<file path="config.mk">
export PLATFORM = sky130hd
export DESIGN_NAME = stream_mux_rr
export DESIGN_NICKNAME = d
export VERILOG_FILES = /design/src/rtl/stream_mux_rr.sv
export SDC_FILE = /design/constraint.sdc
export NUM_CORES = 1
export LEC_CHECK = 0
export CAP_MARGIN = 20
export CORE_MARGIN = 2
export CORE_UTILIZATION = 42
export CTS_CLUSTER_DIAMETER = 50
export DETAILED_ROUTE_END_ITERATION = 10
export GPL_ROUTABILITY_DRIVEN = 0
export PLACE_DENSITY = 0.94
export SYNTH_ARGS = -nofsm -noshare
export SYNTH_HDL_FRONTEND = slang
export SYNTH_SLANG_ARGS = --single-unit
</file>
<file path="constraint.sdc">
create_clock -name clk -period 6.1 [get_ports clk]
set_clock_uncertainty 0.05 [all_clocks]
set_input_delay 0.61 -clock clk [delete_from_list [all_inputs] [get_ports clk]]
set_output_delay 0.61 -clock clk [all_outputs]
set_load 0.05 [all_outputs]
</file>
<file path="src/rtl/stream_mux_rr.sv">
// Channel multiplexer for valid/ready streams with a one-deep registered output stage.
// The source is either picked directly by sel or by round-robin arbitration starting at ptr.
module stream_mux_rr #(
  parameter int WIDTH    = 8,
  parameter int CHANNELS = 4,
  parameter int SEL_W    = 2
) (
  input  logic                      clk,
  input  logic                      rst,
  input  logic                      mode,
  input  logic [SEL_W-1:0]          sel,
  input  logic [CHANNELS*WIDTH-1:0] in_data,
  input  logic [CHANNELS-1:0]       in_valid,
  output logic [CHANNELS-1:0]       in_ready,
  output logic [WIDTH-1:0]          out_data,
  output logic [SEL_W-1:0]          out_chan,
  output logic                      out_valid,
  input  logic                      out_ready
);

  logic                  load_en;
  logic                  grant_vld;
  logic [SEL_W-1:0]      grant;
  logic [SEL_W-1:0]      ptr;
  logic [WIDTH-1:0]      grant_data;
  logic [2*CHANNELS-1:0] req2;
  int                    off;
  int                    sum;

  assign load_en = !out_valid || out_ready;

  // Round-robin: rotate the requests so bit 0 is ptr, take the lowest set bit, rotate back.
  always_comb begin
    grant_vld = 1'b0;
    grant     = '0;
    req2      = '0;
    off       = 0;
    sum       = 0;
    if (!mode) begin
      for (int i = 0; i < CHANNELS; i++) begin
        if (sel == SEL_W'(i) && in_valid[i]) begin
          grant_vld = 1'b1;
          grant     = SEL_W'(i);
        end
      end
    end else begin
      req2 = {in_valid, in_valid} >> ptr;
      for (int k = CHANNELS - 1; k >= 0; k--) begin
        if (req2[k]) begin
          grant_vld = 1'b1;
          off       = k;
        end
      end
      sum = int'(ptr) + off;
      if (sum >= CHANNELS) begin
        sum = sum - CHANNELS;
      end
      grant = SEL_W'(sum);
    end
  end

  always_comb begin
    grant_data = '0;
    in_ready   = '0;
    for (int i = 0; i < CHANNELS; i++) begin
      if (grant == SEL_W'(i)) begin
        grant_data = in_data[i*WIDTH +: WIDTH];
      end
      in_ready[i] = !rst && load_en && grant_vld && (grant == SEL_W'(i));
    end
  end

  // A granted beat replaces the register; with nothing granted the stage drains but keeps data.
  always_ff @(posedge clk or posedge rst) begin
    if (rst) begin
      out_valid <= 1'b0;
      out_data  <= '0;
      out_chan  <= '0;
      ptr       <= '0;
    end else if (load_en) begin
      if (grant_vld) begin
        out_valid <= 1'b1;
        out_data  <= grant_data;
        out_chan  <= grant;
        if (mode) begin
          ptr <= (grant == SEL_W'(CHANNELS - 1)) ? '0 : grant + 1'b1;
        end
      end else begin
        out_valid <= 1'b0;
      end
    end
  end

endmodule

</file>
==> out/results.ini, run 1 <==
[global_route]
grt_max_degree = 25
grtUsageTotal_pct = 21.4
grt_antenna_before_repair = 0
grt_pass1_vias = 1074
globalRouteOverflowTotal = 0
grt_pass1_wl_microns = 4510

[worst_hold_path]
hold_path_end = out_data[6]$_DFFE_PP0P_
min-delay-start = out_data[6]$_DFFE_PP0P_
hp-class = flop to flop
worstHoldPathCells = 1

[synthesis]
synth_compound_area_share_pct = 24.8
synth_xor_area_share_pct = 1.63
synth_adder_area_share_pct = 5.81
synth_mux_area_share_pct = 7.09
ys_seq_area_share_pct = 30.2
synthSimpleGateAreaFrac_pct = 23.0
syn-cell-area_sq_um = 1080
syn_nets = 176
synth_top_family_by_area = compound AO/OA/AOI/OAI gates
postSynthCellCount = 129
ys_warn_count = 0
synth_seq_cells = 13
ys_types = 34
synth.avg_cell_area_sq_um = 8.34

[floorplan]
dieArea_sq_um = 2980
die_w_microns = 54.6
num_io_pins = 57
num_rows = 18
start_util_pct = 43.8
coreArea_sq_um = 2450
die_h_microns = 54.6

[cts]
post-cts-setup-buffers = 0
cts_root_buf = clkbuf_4
insertion_delay_ps = 280
cts_hold_buf = 0
post_cts_resized = 0
cts_tree = yes
clk_path_buf_depth = 2
htreeDepth = 1
numCtsBuffers = 3
clk_pin_slew_ps = 70
clock-sinks = 13

[timing]
rsz0062_at_grt = false
period_share_pct = 79.5
setup_viol = 0
finalSetupTns_ps = 0
holdWs_ps = 457
slew_headroom_pct = 35.0
tightest_slew_ps = 974
hold_viol = 0
drv_slew = 0
fin_crit_ps = 4850
max_freq_ghz = 0.206

[critical_path]
path_max_fanout = 17
critPathTopFamily = buffers and inverters
critPathMaxStageDelay_ps = 800
critPathLaunchType = input port
cp-end-kind = primary output
crit_type = input port to primary output
crit_required_ps = 5440
rrSetupSlack_ps = 2570
path_cells = clkdlybuf4s50_1 > inv_1 > and3_1 > o21ai_0 > o2111ai_1 > ha_1 > xnor2_1 > xnor2_1 > o21bai_1 > ha_1 > and3_2 > clkdlybuf4s50_1
path_buf_inv = 3
crit_start = in_valid[3]
crit_slowest_cell = clkdlybuf4s50_1
rr_startpoint = ptr[0]$_DFFE_PP0P_
rr_endpoint = out_data[5]$_DFFE_PP0P_
worst-r2r-cell-count = 11
crit_arrival_ps = 4190

[finish]
drive_above_1_share_pct = 7.78
insertedDiodeCount = 0
area_growth_pct = 53.0
fin_nets = 228
final_common_cell = clkdlybuf4s50_1
fin_util_pct = 67.1
final_cell_mix = clkdlybuf4s50_1, a21oi_1, nor2_1, dfrtp_1, nor3_1
fill_cells = 194

[drt]
first_pass_iters = 4
drc = 0
wire_per_inst_microns = 15.0
drt-total-wl_microns = 3150
drt_iter0_drc = 22
vias = 1196
final_antenna_net_count = 0
viasPerCell = 5.70

[pwr]
leakage_nw = 0.669
p_total_w = 0.000757
vdd_drop_max_mv = 0.382
cellPowerDensity_nw_per_um2 = 460

[status]
status = finished, final reports clean

[placed_design]
port-buffer-count = 56
dp_hpwl_microns = 2460

[job]
cap_viol_max_count = 0

-- report_power, final --
group	switching (W)	leakage, nW	total (W)	internal, W
Clock	0.0000277	0.0150	0.0000531	0.0000254
Sequential	0.0000338	0.149	0.000160	0.000126
Combinational	0.000326	0.506	0.000544	0.000218
-- per-layer routing --
metal  vias up  part of all wire (%)  GRT usage [%]
li1        575                     -              -
met1       553                    38           22.3
met2        63                    49           40.5
met3         5                    12           5.46
met4         0                   1.2           7.50
met5         -                     0              0
-- logic make-up (layout without fill, tap and decap cells) --
logic type / count (synthesis) / after routing
xor gates and xnor gates: 2 / 2
and+or+nand+nor: 47 / 47
AOI/OAI and AO/OA: 40 / 40
muxes: 6 / 6
adders and majority gates: 5 / 5
DFF: 13 / 13
buffers and inverters: 16 / 67
-- state kept, by name, summed over array words and instances, names as in the netlist --
| register | count |
|---|---|
| out_chan | 2 |
| out_data | 8 |
| ptr | 2 |
| out_valid | 1 |
-- cells in the mapped netlist, drive strengths merged --
| master | count | area (sq um) |
|---|---|---|
| a21oi | 19 | 98.9 |
| nor2 | 14 | 52.6 |
| dfrtp | 13 | 325 |
| nor3 | 9 | 45.0 |
| nor2b | 8 | 50.1 |
| a221oi | 7 | 61.3 |
| and3 | 7 | 47.5 |
| inv | 7 | 26.3 |
| clkbuf | 6 | 32.5 |
| ha | 5 | 62.6 |
| nand2 | 4 | 17.5 |
| o21ai | 4 | 20.0 |
| buf | 3 | 21.3 |
| mux2 | 3 | 33.8 |
| mux2i | 2 | 20.0 |
| nand2b | 2 | 12.5 |
| o211ai | 2 | 20.0 |
| o32ai | 2 | 17.5 |
| or4 | 2 | 15.0 |
| xnor2 | 2 | 17.5 |
| a31oi | 1 | 6.26 |
| a32oi | 1 | 8.76 |
| mux4 | 1 | 22.5 |
| nand3b | 1 | 7.51 |
| o2111ai | 1 | 8.76 |
| o21a | 1 | 7.51 |
| o21ba | 1 | 10.0 |
| o21bai | 1 | 7.51 |
-- metrics by stage --
step	std cells	area [sq um]	worst slack, ps
floorplan	129	1080	2450
global placement	206	1620	1440
detailed placement	206	1620	1250
CTS	210	1650	1250
global route	210	1650	938
finish	210	1650	1250
-- final cells by class --
| type | instances | area (sq um) | area share [%] |
|---|---|---|---|
| flip-flops and latches | 13 | 325 | 19.8 |
| repair buffers | 56 | 561 | 34.0 |
| inverters | 7 | 26.3 | 1.60 |
| clock buffers | 4 | 26.3 | 1.60 |
| multi-input cells | 100 | 671 | 40.7 |
| well taps | 30 | 37.5 | 2.28 |
-- worst max-delay path by stage --
stage	to	slack, ps	depth (start not counted)
detailed placement	in_ready[3]	1250	12
CTS	in_ready[3]	1250	12
global placement	in_ready[3]	1440	10
global route	in_ready[3]	940	12
finish	in_ready[3]	1250	12
floorplan	in_ready[3]	2450	11
No activity file was read; power rests on OpenSTA's default activity.
==> run 2, diff against run 1 <==
--- a/config.mk
+++ b/config.mk
@@ -7,11 +7,11 @@
 export LEC_CHECK = 0
 export CAP_MARGIN = 20
 export CORE_MARGIN = 2
-export CORE_UTILIZATION = 42
+export CORE_UTILIZATION = 35
 export CTS_CLUSTER_DIAMETER = 50
 export DETAILED_ROUTE_END_ITERATION = 10
 export GPL_ROUTABILITY_DRIVEN = 0
-export PLACE_DENSITY = 0.94
+export PLACE_DENSITY = 0.85
 export SYNTH_ARGS = -nofsm -noshare
 export SYNTH_HDL_FRONTEND = slang
 export SYNTH_SLANG_ARGS = --single-unit
==> constraint.sdc (replaced) <==
create_clock -name clk -period 4 [get_ports clk]
set_clock_uncertainty 0.05 [all_clocks]
set_input_delay 0.4 -clock clk [delete_from_list [all_inputs] [get_ports clk]]
set_output_delay 0.4 -clock clk [all_outputs]
set_load 0.05 [all_outputs]
==> run 2 against run 1 <==
  * Flip-flop and latch count unchanged
  * Largest power group unchanged
  * Register-to-register slack got worse by 1800 ps
  * Via count decreased by 4.1%
  * Combinational power increased by 56%
  * Global-route usage decreased by 2.7 points
  * Largest cell class unchanged
  * Sequential share of layout area decreased by 0.63 points
  * Utilization decreased by 10 points
  * Highest routed layer unchanged
  * Sequential power increased by 53%
==> out/results.ini, run 2 (synthesis results as in run 1) <==
[status]
status = finished, final reports clean

[finish]
final_common_cell = clkdlybuf4s50_1
area_growth_pct = 58.0
fin_area_sq_um = 1700
regMostFlops = out_data
biggestRegsByFlops = out_data: 8 flops, out_chan: 2 flops, ptr: 2 flops
largest_register_ffs = 8
insertedDiodeCount = 0
final_cell_mix = clkdlybuf4s50_1, a21oi_1, nor2_1, dfrtp_1, nor3_1
drive_above_1_share_pct = 11.5
fin_nets = 231

[cts]
cts_tree = yes
clk_pin_slew_ps = 80
insertion_delay_ps = 280
cts_hold_buf = 0
clock-sinks = 13
clk_path_buf_depth = 2
cts_root_buf = clkbuf_4
numCtsBuffers = 3
htreeDepth = 1
post-cts-setup-buffers = 0
post_cts_resized = 0

[critical_path]
path_buf_inv = 3
crit_type = input port to primary output
critPathMaxStageDelay_ps = 590
crit_slowest_cell = clkdlybuf4s50_1
critPathTopFamily = buffers and inverters
path_cells = clkdlybuf4s50_1 > inv_1 > and3_1 > o21ai_0 > o2111ai_1 > ha_1 > xnor2_1 > xnor2_1 > o21ba_2 > ha_1 > and3_1 > buf_12
path_max_fanout = 11
crit_arrival_ps = 3100
critPathLaunchType = input port
cp-end-kind = primary output
crit_required_ps = 3550

[pwr]
vdd_drop_max_mv = 0.537
leakage_nw = 0.701
cellPowerDensity_nw_per_um2 = 693

[floorplan]
die_h_microns = 59.4
start_util_pct = 36.1
coreArea_sq_um = 2980
die_w_microns = 59.4
num_rows = 20
num_io_pins = 57
dieArea_sq_um = 3530

[placed_design]
pre_cts_slack_ps = 291
port-buffer-count = 56
dp_hpwl_microns = 2540
dpl_cell_area_sq_um = 1670

[drt]
first_pass_iters = 4
viasPerCell = 5.31
drt-total-wl_microns = 3190
drt_iter0_drc = 29
drc = 0
wire_per_inst_microns = 14.8
vias = 1147
final_antenna_net_count = 0

[timing]
hold_viol = 0
fin_crit_ps = 3550
max_freq_ghz = 0.281
setup_viol = 0
period_share_pct = 88.8
fin_ws_ps = 447
slew_headroom_pct = 32.9
holdWs_ps = 439
rsz0062_at_grt = false
tightest_slew_ps = 1010
drv_slew = 0
finalSetupTns_ps = 0

[global_route]
grt_antenna_before_repair = 0
grt_pass1_vias = 1163
grt_pass1_wl_microns = 5050
globalRouteOverflowTotal = 0
grt_max_degree = 25
grtUsageTotal_pct = 18.6

[job]
cap_viol_max_count = 0

[worst_hold_path]
hp-class = input port to asynchronous set/reset pin

run 2: cell types whose count changed in the layout (fill, tap and decap cells not counted), sizes merged:
cell | before | now
buf | 0 | 7
clkdlybuf4s50 | 56 | 52
run 2: metal layers:
layer | vias up | share of wire, % | GRT usage [%]
li1 | 582 | - | -
met4 | 0 | 2.0 | 7.47
met2 | 31 | 53 | 31.4
met5 | - | 0 | 0
met3 | 6 | 4.1 | 5.46
met1 | 528 | 41 | 22.0
run 2: final timing paths:
kind | start | cells past startpoint | slack, ps | to
hold / removal | rst | 2 | 440 | out_data[2]$_DFFE_PP0P_
max in group asynchronous | rst | 2 | 3070 | out_valid$_DFFE_PP0N_
hold reg to reg | out_data[6]$_DFFE_PP0P_ | 1 | 470 | out_data[6]$_DFFE_PP0P_
setup / recovery | in_valid[3] | 12 | 450 | in_ready[1]
min in group clk | out_data[6]$_DFFE_PP0P_ | 1 | 470 | out_data[6]$_DFFE_PP0P_
setup reg to reg | ptr[0]$_DFFE_PP0P_ | 12 | 750 | out_data[2]$_DFFE_PP0P_
run 2: layout make-up:
cell class                 instances  area, sq um
tap                               33         41.3
fill                             252         1280
timing repair buffer              59          611
sequential                        13          325
clock buffer                       4         26.3
inverter                           7         26.3
multi-input combinational        100          671
run 2: per-stage QoR:
| stage | cells | util (%) | total power, W |
|---|---|---|---|
| after detailed placement | 212 | 56.2 | 0.00109 |
| after global routing | 216 | 57.1 | 0.00127 |
| after global placement | 212 | 56.2 | 0.00107 |
| after floorplan | 129 | - | 0.000827 |
| final | 216 | 57.1 | 0.00118 |
| after CTS | 216 | 57.1 | 0.00118 |
run 2: worst register-to-register path: stages, from the launching register on:
cell	delay, ps
dfrtp_1	500
or4_1	560
o2111ai_1	90
ha_1	190
xnor2_1	140
xnor2_1	120
o21ba_2	230
ha_1	310
nor2b_1	420
a221oi_1	150
nor3_1	210
a21oi_1	70
a21oi_1	140
run 2: report_power, final:
group	internal [W]	leakage [nW]	total (W)	switching, W
combinational	0.000354	0.537	0.000851	0.000497
sequential	0.000193	0.149	0.000245	0.0000521
clock	0.0000387	0.0150	0.0000819	0.0000432
total	0.000585	0.701	0.00118	0.000592
